## config.mk

```make
export PLATFORM = sky130hd
export DESIGN_NAME = instr_loader
export DESIGN_NICKNAME = d
export VERILOG_FILES = /design/src/rtl/instr_loader_pkg.sv /design/src/rtl/instr_byte_packer.sv /design/src/rtl/instr_loader.sv
export SDC_FILE = /design/constraint.sdc
export NUM_CORES = 1
export LEC_CHECK = 0
export CAP_MARGIN = 20
export CORE_MARGIN = 5
export CORE_UTILIZATION = 54
export CTS_BUF_LIST = sky130_fd_sc_hd__clkbuf_8
export DETAILED_ROUTE_END_ITERATION = 8
export GPL_TIMING_DRIVEN = 0
export PLACE_DENSITY = 0.82
export SETUP_SLACK_MARGIN = 0.2
export SLEW_MARGIN = 20
export SYNTH_ARGS = -nofsm -noshare
export SYNTH_HDL_FRONTEND = slang
export SYNTH_HIERARCHICAL = 1
export SYNTH_SLANG_ARGS = --single-unit
```

## constraint.sdc

```tcl
create_clock -name clk -period 5 [get_ports clk]
set_input_delay 0.5 -clock clk [delete_from_list [all_inputs] [get_ports clk]]
set_output_delay 0.5 -clock clk [all_outputs]
set_load 0.01 [all_outputs]
```

## src/rtl/instr_loader_pkg.sv

```systemverilog
// Shared definitions for the instruction loader.
// Holds the loader FSM state type and the helpers that derive packer and
// counter widths from the module parameters.
package instr_loader_pkg;

    typedef enum logic [2:0] {
        IDLE,
        HDR,
        COLLECT,
        WRITE,
        CHK,
        DONE
    } state_t;

    localparam int DEF_WIDTH     = 32;
    localparam int DEF_ADDR_BITS = 32;
    localparam int DEF_NUM_WORDS = 32;

    // BYTES_PER_WORD for a given instruction width.
    function automatic int bytes_per_word(input int width);
        return width / 8;
    endfunction

    // Byte-count and word-index width: wide enough to hold NUM_WORDS itself.
    function automatic int cnt_bits(input int num_words);
        return $clog2(num_words) + 1;
    endfunction

endpackage

```

## src/rtl/instr_byte_packer.sv

```systemverilog
// Byte packer for the instruction loader.
// Shifts stream bytes big-endian into a word, counts bytes of the current
// word and keeps a running XOR of every byte shifted in since clear.
//   clear     : zero shift register, byte count and checksum
//   restart   : zero byte count only (start of the next word)
//   shift     : accept byte_in
//   word      : assembled word including byte_in (valid with word_full)
//   word_full : this shift completes the word
//   checksum  : XOR of all bytes shifted since clear
module instr_byte_packer
    import instr_loader_pkg::*;
#(
    parameter int WIDTH = DEF_WIDTH,
    parameter int CNT_W = 6
) (
    input  logic             clk,
    input  logic             reset,
    input  logic             clear,
    input  logic             restart,
    input  logic             shift,
    input  logic [7:0]       byte_in,
    output logic [WIDTH-1:0] word,
    output logic             word_full,
    output logic [7:0]       checksum
);

    localparam int BPW = bytes_per_word(WIDTH);

    logic [WIDTH-1:0] sreg;
    logic [CNT_W-1:0] count;

    // Expose the word as it will look after this shift so the loader can
    // register it into the write port on the same edge as the last byte.
    assign word      = WIDTH'({sreg, byte_in});
    assign word_full = shift && (count == CNT_W'(BPW - 1));

    always_ff @(posedge clk or posedge reset) begin
        if (reset) begin
            sreg     <= '0;
            count    <= '0;
            checksum <= '0;
        end else if (clear) begin
            sreg     <= '0;
            count    <= '0;
            checksum <= '0;
        end else begin
            if (restart)
                count <= '0;
            if (shift) begin
                sreg     <= word;
                checksum <= checksum ^ byte_in;
                count    <= count + CNT_W'(1);
            end
        end
    end

endmodule

```

## src/rtl/instr_loader.sv

```systemverilog
// Instruction memory loader.
// Receives a framed byte stream (header N, N words MSB first, XOR checksum)
// over valid/ready, writes each word to sequential addresses from 0 and
// reports completion or a framing/checksum error.
//   start              : begin a frame (IDLE only)
//   byte_valid/byte_in : stream byte offered
//   byte_ready         : loader takes byte_in this cycle
//   write_valid/adr/instr_data : memory write port, registered
//   busy  : load in progress
//   done  : one-cycle pulse on a good frame
//   error : sticky bad header / bad checksum, cleared by the next start
module instr_loader
    import instr_loader_pkg::*;
#(
    parameter int WIDTH               = DEF_WIDTH,
    parameter int INSTR_MEM_ADDR_BITS = DEF_ADDR_BITS,
    parameter int NUM_WORDS           = DEF_NUM_WORDS
) (
    input  logic                           clk,
    input  logic                           reset,
    input  logic                           start,
    input  logic                           byte_valid,
    input  logic [7:0]                     byte_in,
    output logic                           byte_ready,
    output logic                           write_valid,
    output logic [INSTR_MEM_ADDR_BITS-1:0] write_adr,
    output logic [WIDTH-1:0]               instr_data,
    output logic                           busy,
    output logic                           done,
    output logic                           error
);

    localparam int IDX_W = cnt_bits(NUM_WORDS);

    state_t           state, state_n;
    logic [IDX_W-1:0] n_words, idx;
    logic             xfer;
    logic             pk_clear, pk_restart, pk_shift, pk_full;
    logic [WIDTH-1:0] pk_word;
    logic [7:0]       pk_chk;
    logic             n_load, idx_inc, err_set, err_clr;

    // byte_ready is registered from the state, so it always matches state.
    assign xfer = byte_valid && byte_ready;

    instr_byte_packer #(
        .WIDTH (WIDTH),
        .CNT_W (IDX_W)
    ) u_packer (
        .clk       (clk),
        .reset     (reset),
        .clear     (pk_clear),
        .restart   (pk_restart),
        .shift     (pk_shift),
        .byte_in   (byte_in),
        .word      (pk_word),
        .word_full (pk_full),
        .checksum  (pk_chk)
    );

    always_comb begin
        state_n    = state;
        pk_clear   = 1'b0;
        pk_restart = 1'b0;
        pk_shift   = 1'b0;
        n_load     = 1'b0;
        idx_inc    = 1'b0;
        err_set    = 1'b0;
        err_clr    = 1'b0;
        case (state)
            IDLE: begin
                if (start) begin
                    err_clr = 1'b1;
                    state_n = HDR;
                end
            end
            HDR: begin
                if (xfer) begin
                    if (byte_in == 8'd0 || 32'(byte_in) > 32'(NUM_WORDS)) begin
                        err_set = 1'b1;
                        state_n = IDLE;
                    end else begin
                        n_load   = 1'b1;
                        pk_clear = 1'b1;
                        state_n  = COLLECT;
                    end
                end
            end
            COLLECT: begin
                if (xfer) begin
                    pk_shift = 1'b1;
                    if (pk_full)
                        state_n = WRITE;
                end
            end
            WRITE: begin
                if (idx == n_words - IDX_W'(1)) begin
                    state_n = CHK;
                end else begin
                    idx_inc    = 1'b1;
                    pk_restart = 1'b1;
                    state_n    = COLLECT;
                end
            end
            CHK: begin
                if (xfer) begin
                    if (byte_in == pk_chk) begin
                        state_n = DONE;
                    end else begin
                        err_set = 1'b1;
                        state_n = IDLE;
                    end
                end
            end
            DONE:    state_n = IDLE;
            default: state_n = IDLE;
        endcase
    end

    // All outputs are decoded from the next state so they are registered and
    // line up with the state they describe.
    always_ff @(posedge clk or posedge reset) begin
        if (reset) begin
            state       <= IDLE;
            n_words     <= '0;
            idx         <= '0;
            byte_ready  <= 1'b0;
            write_valid <= 1'b0;
            write_adr   <= '0;
            instr_data  <= '0;
            busy        <= 1'b0;
            done        <= 1'b0;
            error       <= 1'b0;
        end else begin
            state       <= state_n;
            byte_ready  <= (state_n == HDR) || (state_n == COLLECT) || (state_n == CHK);
            busy        <= (state_n != IDLE);
            done        <= (state_n == DONE);
            write_valid <= (state_n == WRITE);
            if (state_n == WRITE) begin
                write_adr  <= INSTR_MEM_ADDR_BITS'(idx);
                instr_data <= pk_word;
            end
            if (n_load) begin
                n_words <= IDX_W'(byte_in);
                idx     <= '0;
            end
            if (idx_inc)
                idx <= idx + IDX_W'(1);
            if (err_set)
                error <= 1'b1;
            else if (err_clr)
                error <= 1'b0;
        end
    end

endmodule

```

Word-level counts from Yosys, hierarchy flattened
Cells that the tools add are included.
{"block": "op_classes", "addsub": 3, "n_mul": 0, "n_div": 0, "magnitude_cmp": 1, "eq_ne": 12, "shifts": 0, "n_mux": 34, "bitwise": 1, "n_reduce_logical": 12}
{"op": "$mux 24", "count": 2}
{"op": "$mux 6", "count": 5}
{"op": "$mux 3", "count": 7}
{"op": "$mux 8", "count": 2}
{"op": "$mux 1", "count": 15}
{"op": "$pmux 3 s5", "count": 1}
{"op": "$add 6x1->6 const B", "count": 2}
{"op": "$eq 3x2->1 const B", "count": 4}
{"op": "$eq 3x3->1 const B", "count": 3}
{"op": "$eq 8x8->1", "count": 1}
{"op": "$gt 8x6->1 const B", "count": 1}
{"op": "$logic_not 8->1", "count": 1}
{"op": "$xor 8x8->8", "count": 1}
{"op": "$eq 3x1->1 const B", "count": 2}
{"op": "$eq 6x2->1 const B", "count": 1}
{"op": "$eq 6x6->1", "count": 1}
{"op": "$reduce_bool 2->1", "count": 3}
{"op": "$reduce_bool 3->1", "count": 2}
{"op": "$sub 6x1->6 const B", "count": 1}
{"op": "$logic_not 3->1", "count": 1}
{"op": "$logic_or 1x1->1", "count": 3}
{"op": "$logic_and 1x1->1", "count": 2}
{"op": "$mux 2", "count": 1}
{"op": "$pmux 1 s2", "count": 1}
{"block": "totals", "reg_bits": 96, "latchBits": 0, "mem_bits_rw": 0, "romBits": 0, "out_inout_bits": 69, "n_memories": 0}

Longest topological paths before layout
{"block": "depth", "ltp_word": 10, "depth_mapped": 11, "ltp_nobuf": 10}

Modules after synthesis
The synthesis kept the hierarchy.
{"module": "instr_loader", "n_inst": 1, "cells_per_inst": 312, "area_per_inst_um2": 2887.8}
{"module": "instr_byte_packer", "n_inst": 1, "cells_per_inst": 157, "area_per_inst_um2": 1675.4}

Worst setup path after synthesis
OpenSTA, ideal clock, no wires.
{"block": "synth_timing", "kind": "input -> register", "from": "in byte_in[0]", "to": "reg u_packer.checksum[5]", "setup_time_ns": 0.132, "arrival_ns": 2.373, "required_ns": 4.868, "slack_ns": 2.495, "cell_stages": 8, "path_buffers": 3, "cell_sequence": "or4_4 > o21ai_1 > nand3_2 > nor3_4 > buf_6 > clkbuf_1 > buf_1 > nor2_1"}
{"block": "synth_via", "elab_chain_len": 6}
{"element": "from (decl)", "line": "instr_loader.sv:23", "text": "input logic [7:0] byte_in,"}
{"element": "$gt 8x6->1 or $logic_not 8->1 (tied branches)", "line": "instr_loader.sv:79", "text": "if (byte_in == 8'd0 || 32'(byte_in) > 32'(NUM_WORDS)) begin"}
{"element": "$logic_or 1x1->1 *", "line": "instr_loader.sv:79"}
{"element": "$mux 1 * (3 in series)"}
{"element": "via n_load", "line": "instr_loader.sv:41", "text": "logic n_load, idx_inc, err_set, err_clr;"}
{"element": "$mux 8 or $reduce_bool 2->1 (tied branches)"}
{"element": "to (signal assigned)", "line": "instr_byte_packer.sv:51", "text": "checksum <= checksum ^ byte_in;"}
{"element": "to (decl)", "line": "instr_byte_packer.sv:24", "text": "output logic [7:0] checksum"}
Mark *: on every way through the listed nets, which the timed path passes. The rest lies on a longest branch.
A chain may end at the register's enable or synchronous reset.

Worst setup path after layout
{"block": "layout_timing", "from": "in byte_valid", "to": "reg instr_data[3]"}
{"block": "layout_via", "elab_chain_len": 8}
{"element": "from (decl)", "line": "instr_loader.sv:22", "text": "input logic byte_valid,"}
{"element": "$logic_and 1x1->1", "line": "instr_loader.sv:44", "text": "assign xfer = byte_valid && byte_ready;"}
{"element": "$mux 1", "line": "instr_loader.sv:90", "text": "if (xfer) begin"}
{"element": "$mux 1", "line": "instr_loader.sv:70", "text": "case (state)"}
{"element": "via pk_shift", "line": "instr_loader.sv:38", "text": "logic pk_clear, pk_restart, pk_shift, pk_full;"}
{"element": "$logic_and 1x1->1", "line": "instr_byte_packer.sv:35", "text": "assign word_full = shift && (count == CNT_W'(BPW - 1));"}
{"element": "via pk_full", "line": "instr_loader.sv:38"}
{"element": "$mux 3", "line": "instr_loader.sv:92", "text": "if (pk_full)"}
{"element": "$mux 3", "line": "instr_loader.sv:90"}
{"element": "$pmux 3 s5", "line": "instr_loader.sv:70"}
{"element": "$eq 3x2->1", "line": "instr_loader.sv:140", "text": "if (state_n == WRITE) begin"}
{"element": "to (signal assigned)", "line": "instr_loader.sv:142", "text": "instr_data <= pk_word;"}
{"element": "to (decl)", "line": "instr_loader.sv:27", "text": "output logic [WIDTH-1:0] instr_data,"}
The timed path passes the listed nets, and every way through them passes these cells.

==> impl_results.md <==
* Status: finished clean
* Worst-Skew Late Latency at 0.37 ns
* Vias/cell at 5.11
* Post-placement worst setup slack at 1.44 ns
* FMAX at 313 MHz
* Final worst setup slack at 1.81 ns
* Max incr delay on CP at 0.48 ns
* Setup crit end kind: register
* Vias in the first global route at 3,372
* Net switching power at 0.000784 W
* Ratio of cells with drive above 1 in the final layout at 0.133
* Endpoints failing hold at 0
* Flop pwr share at 0.488
* Leakage power at 2.77 nW
* Most Frequent Cell on Critical Path: nand2_1
* CTS tree: done
* RSZ-0062 raised after global routing: false
* Ys flop type: dfrtp_1
* Register area share after synthesis at 0.526
* Post-synthesis mux area share at 0.0573
* Resized Gates After CTS at 0
* Clock Power Share at 0.227
* Placed inst area at 5350 um2
* Die area at 10,400 um2
* WP data arrival at 3.50 ns
* CP max FO at 10
* Fillers at 637
* Worst path cell trace: clkdlybuf4s50_1 -> nand2_1 -> nor3_1 -> buf_2 -> buf_2 -> and3_1 -> nand2_1 -> inv_1 -> buf_2 -> buf_1 -> nand2_1 -> nand2_1
* Comb pwr share at 0.284
* I/O pins at 81
* Fin crit period at 3.19 ns
* Max-slew violations at 0
* Hold-fix buffers, CTS at 0
* Synth Area in Adders at 0.00823
* Design area at 5550 um2
* Worst Path Required at 5.30 ns
* Int Power at 0.00151 W
* Slowest stage cell, crit path: clkdlybuf4s50_1
* Core area at 8220 um2
* Asr flop ratio synth at 1.00
* TritonRoute pass-1 iters at 5
* Synth Area in Compound Gates at 0.0603
* Drt drc at 0
* Avg WL per Cell at 14.6 um
* Hpwl dp at 7.04 mm
* Die height at 102 um
* CP Launch Type: primary input
* Synth cell types at 50
* Syn Std Cell Area at 4560 um2
* Xor/xnor share of the synthesized area at 0.0461
* Initial core utilization at 0.555
* Clk root buf: clkbuf_8
* Skew final at 0.0123 ns
* Synthesized-area fraction occupied by and/or/nand/nor cells at 0.214
* Syn Inst Count at 469
* Total CTS buffers at 9
* Largest family of logic cells by synthesized area: simple AND/OR/NAND/NOR gates
* ANT cells at 0
* Post-route setup TNS at 0 ns
* GP Congestion at 0.818
* First-pass GRT wire length at 16.2 mm
* Nets at 575
* P&R area growth vs syn at 21.7%
* Largest net degree at the start of global routing at 59
* Synth Area per Inst at 9.73 um2
* DR iter-0 viols at 184
* Grt ovf at 0
* WS Path Type: primary input to register
* Setup-failing EPs final at 0
* Setup bufs post-CTS at 0
* Worst-path clk slew at 0.09 ns
* EDFF count, synth at 0
* CTS sink count at 96
* Relative slew slack at 0.523
* Routed Antenna Nets at 0
* Post-layout util at 0.676
* Via count at 3,419
* Sw frac at 0.341
* Pwr dens at 414 nW/um2
* Site row count at 33
* H-tree Lvls at 3
* Flops & latches, synth at 96
* Tot Pwr at 0.00230 W
* Initial antenna violation count at 0
* Slew @ Worst Pin at 0.716 ns
* WL final at 9.74 mm
* Final worst-path cycle share at 0.639
* PortBufs at 54
* Ys Warns at 6
* HP Class: register to register
* Max cap viols at 0
* Die width at 102 um
* Tot GR Track Use at 0.198
* Clock Tree Buf Depth at 2
* VDD IR max at 0.242 mV
==> power groups by stage <==
stage | Clock, W | Sequential (W) | Combinational [W]
after floorplan | 0 | 0.00109 | 0.000513
after global placement | 0 | 0.00112 | 0.000612
after detailed placement | 0 | 0.00113 | 0.000645
after CTS | 0.000527 | 0.00112 | 0.000654
after global routing | 0.000558 | 0.00114 | 0.000731
final | 0.000522 | 0.00112 | 0.000653
==> per-stage QoR <==
stage	hold WS [ns]	cells
6_report	0.484	669
5_1_grt	0.496	669
4_1_cts	0.482	669
3_5_place_dp	0.460	654
3_3_place_gp	0.454	653
2_1_floorplan	0.438	494
==> cells in the final DEF (no fill, tap or decap), drive strengths merged, types with 5 or more instances in the layout <==
cell type,n
mux2,6
nand3b,5
nand3,8
nor3,8
nand2,133
a21oi,13
nand2b,11
mux2i,19
inv,11
dfrtp,96
xor2,20
conb,26
clkdlybuf4s50,54
buf,44
nor2,32
o21ai,11
clkbuf,21
==> worst max-delay path, delay by kind of cell <==
kind	cells	cell delay, ns
buf+inv	6	1.81
simple gates	6	1.16
==> cell type report <==
cell class / count / area [um2] / share of cell area
Buffer: 54 / 362 / 0.0651
Clock buffer: 10 / 138 / 0.0248
Clock inverter: 5 / 62.6 / 0.0113
Inverter: 9 / 38.8 / 0.00699
Multi-Input combinational cell: 335 / 1860 / 0.334
Sequential cell: 96 / 2400 / 0.433
Tap cell: 105 / 131 / 0.0237
Timing Repair Buffer: 55 / 561 / 0.101
==> flip-flops by register name, indices dropped and copies added (netlist names) <==
| register | flops |
|---|---|
| u_packer/sreg | 24 |
| instr_data | 32 |
| u_packer/count | 6 |
| byte_ready | 1 |
| done | 1 |
| write_valid | 1 |
| state | 3 |
| write_adr | 6 |
| n_words | 6 |
| busy | 1 |
| error | 1 |
| idx | 6 |
| u_packer/checksum | 8 |
==> path summary, 6_finish.rpt <==
path	end	cells past startpoint	slack [ns]	from
worst max-delay path	instr_data[3]	12	1.81	byte_valid
worst max register to register	instr_data[3]	11	2.03	state[2]
worst min-delay path	instr_data[6]	2	0.48	instr_data[6]
worst min register to register	instr_data[6]	2	0.48	instr_data[6]
max in group asynchronous	done	2	3.85	reset
min in group asynchronous	u_packer/checksum[7]	2	0.49	reset
==> routing by layer <==
layer | vias up | GRT usage | part of all wire
li1 | 1653 | - | -
met1 | 1646 | 0.268 | 0.43
met2 | 110 | 0.325 | 0.49
met3 | 10 | 0.0307 | 0.063
met4 | 0 | 0.0757 | 0.016
met5 | - | 0 | 0
==> kinds of logic after synthesis <==
logic type               after synthesis
multiplexers                          25
adder cells (fa/ha/maj)                3
other                                  1
XOR/XNOR                              24
flip-flops                            96
AND/OR/NAND/NOR                      216
AO/OA/AOI/OAI                         41
buffers and inverters                 63
==> synthesized netlist by cell type, types with 2 or more instances <==
cell type	count	area, um2
a31oi_1	2	12.5
nor2_1	32	120
a21o_1	3	22.5
nor3_1	5	25.0
xor2_1	20	175
clkbuf_1	10	37.5
o21ai_0	10	50.1
nand3b_1	5	37.5
xnor2_1	4	35.0
nor3b_1	4	30.0
or3_1	2	12.5
nand3_1	6	30.0
mux2i_1	19	190
nand3_2	2	20.0
a21oi_1	13	65.1
nor4_1	3	18.8
mux2_2	5	56.3
dfrtp_1	96	2400
a41oi_1	3	26.3
buf_1	2	7.51
buf_6	2	22.5
nor2b_1	2	12.5
ha_1	3	37.5
buf_4	34	255
nor3_2	2	20.0
inv_1	8	30.0
buf_2	5	25.0
and3_1	3	18.8
nand2b_1	11	68.8
nand2_1	133	499
(Power assumes the default switching activity.)
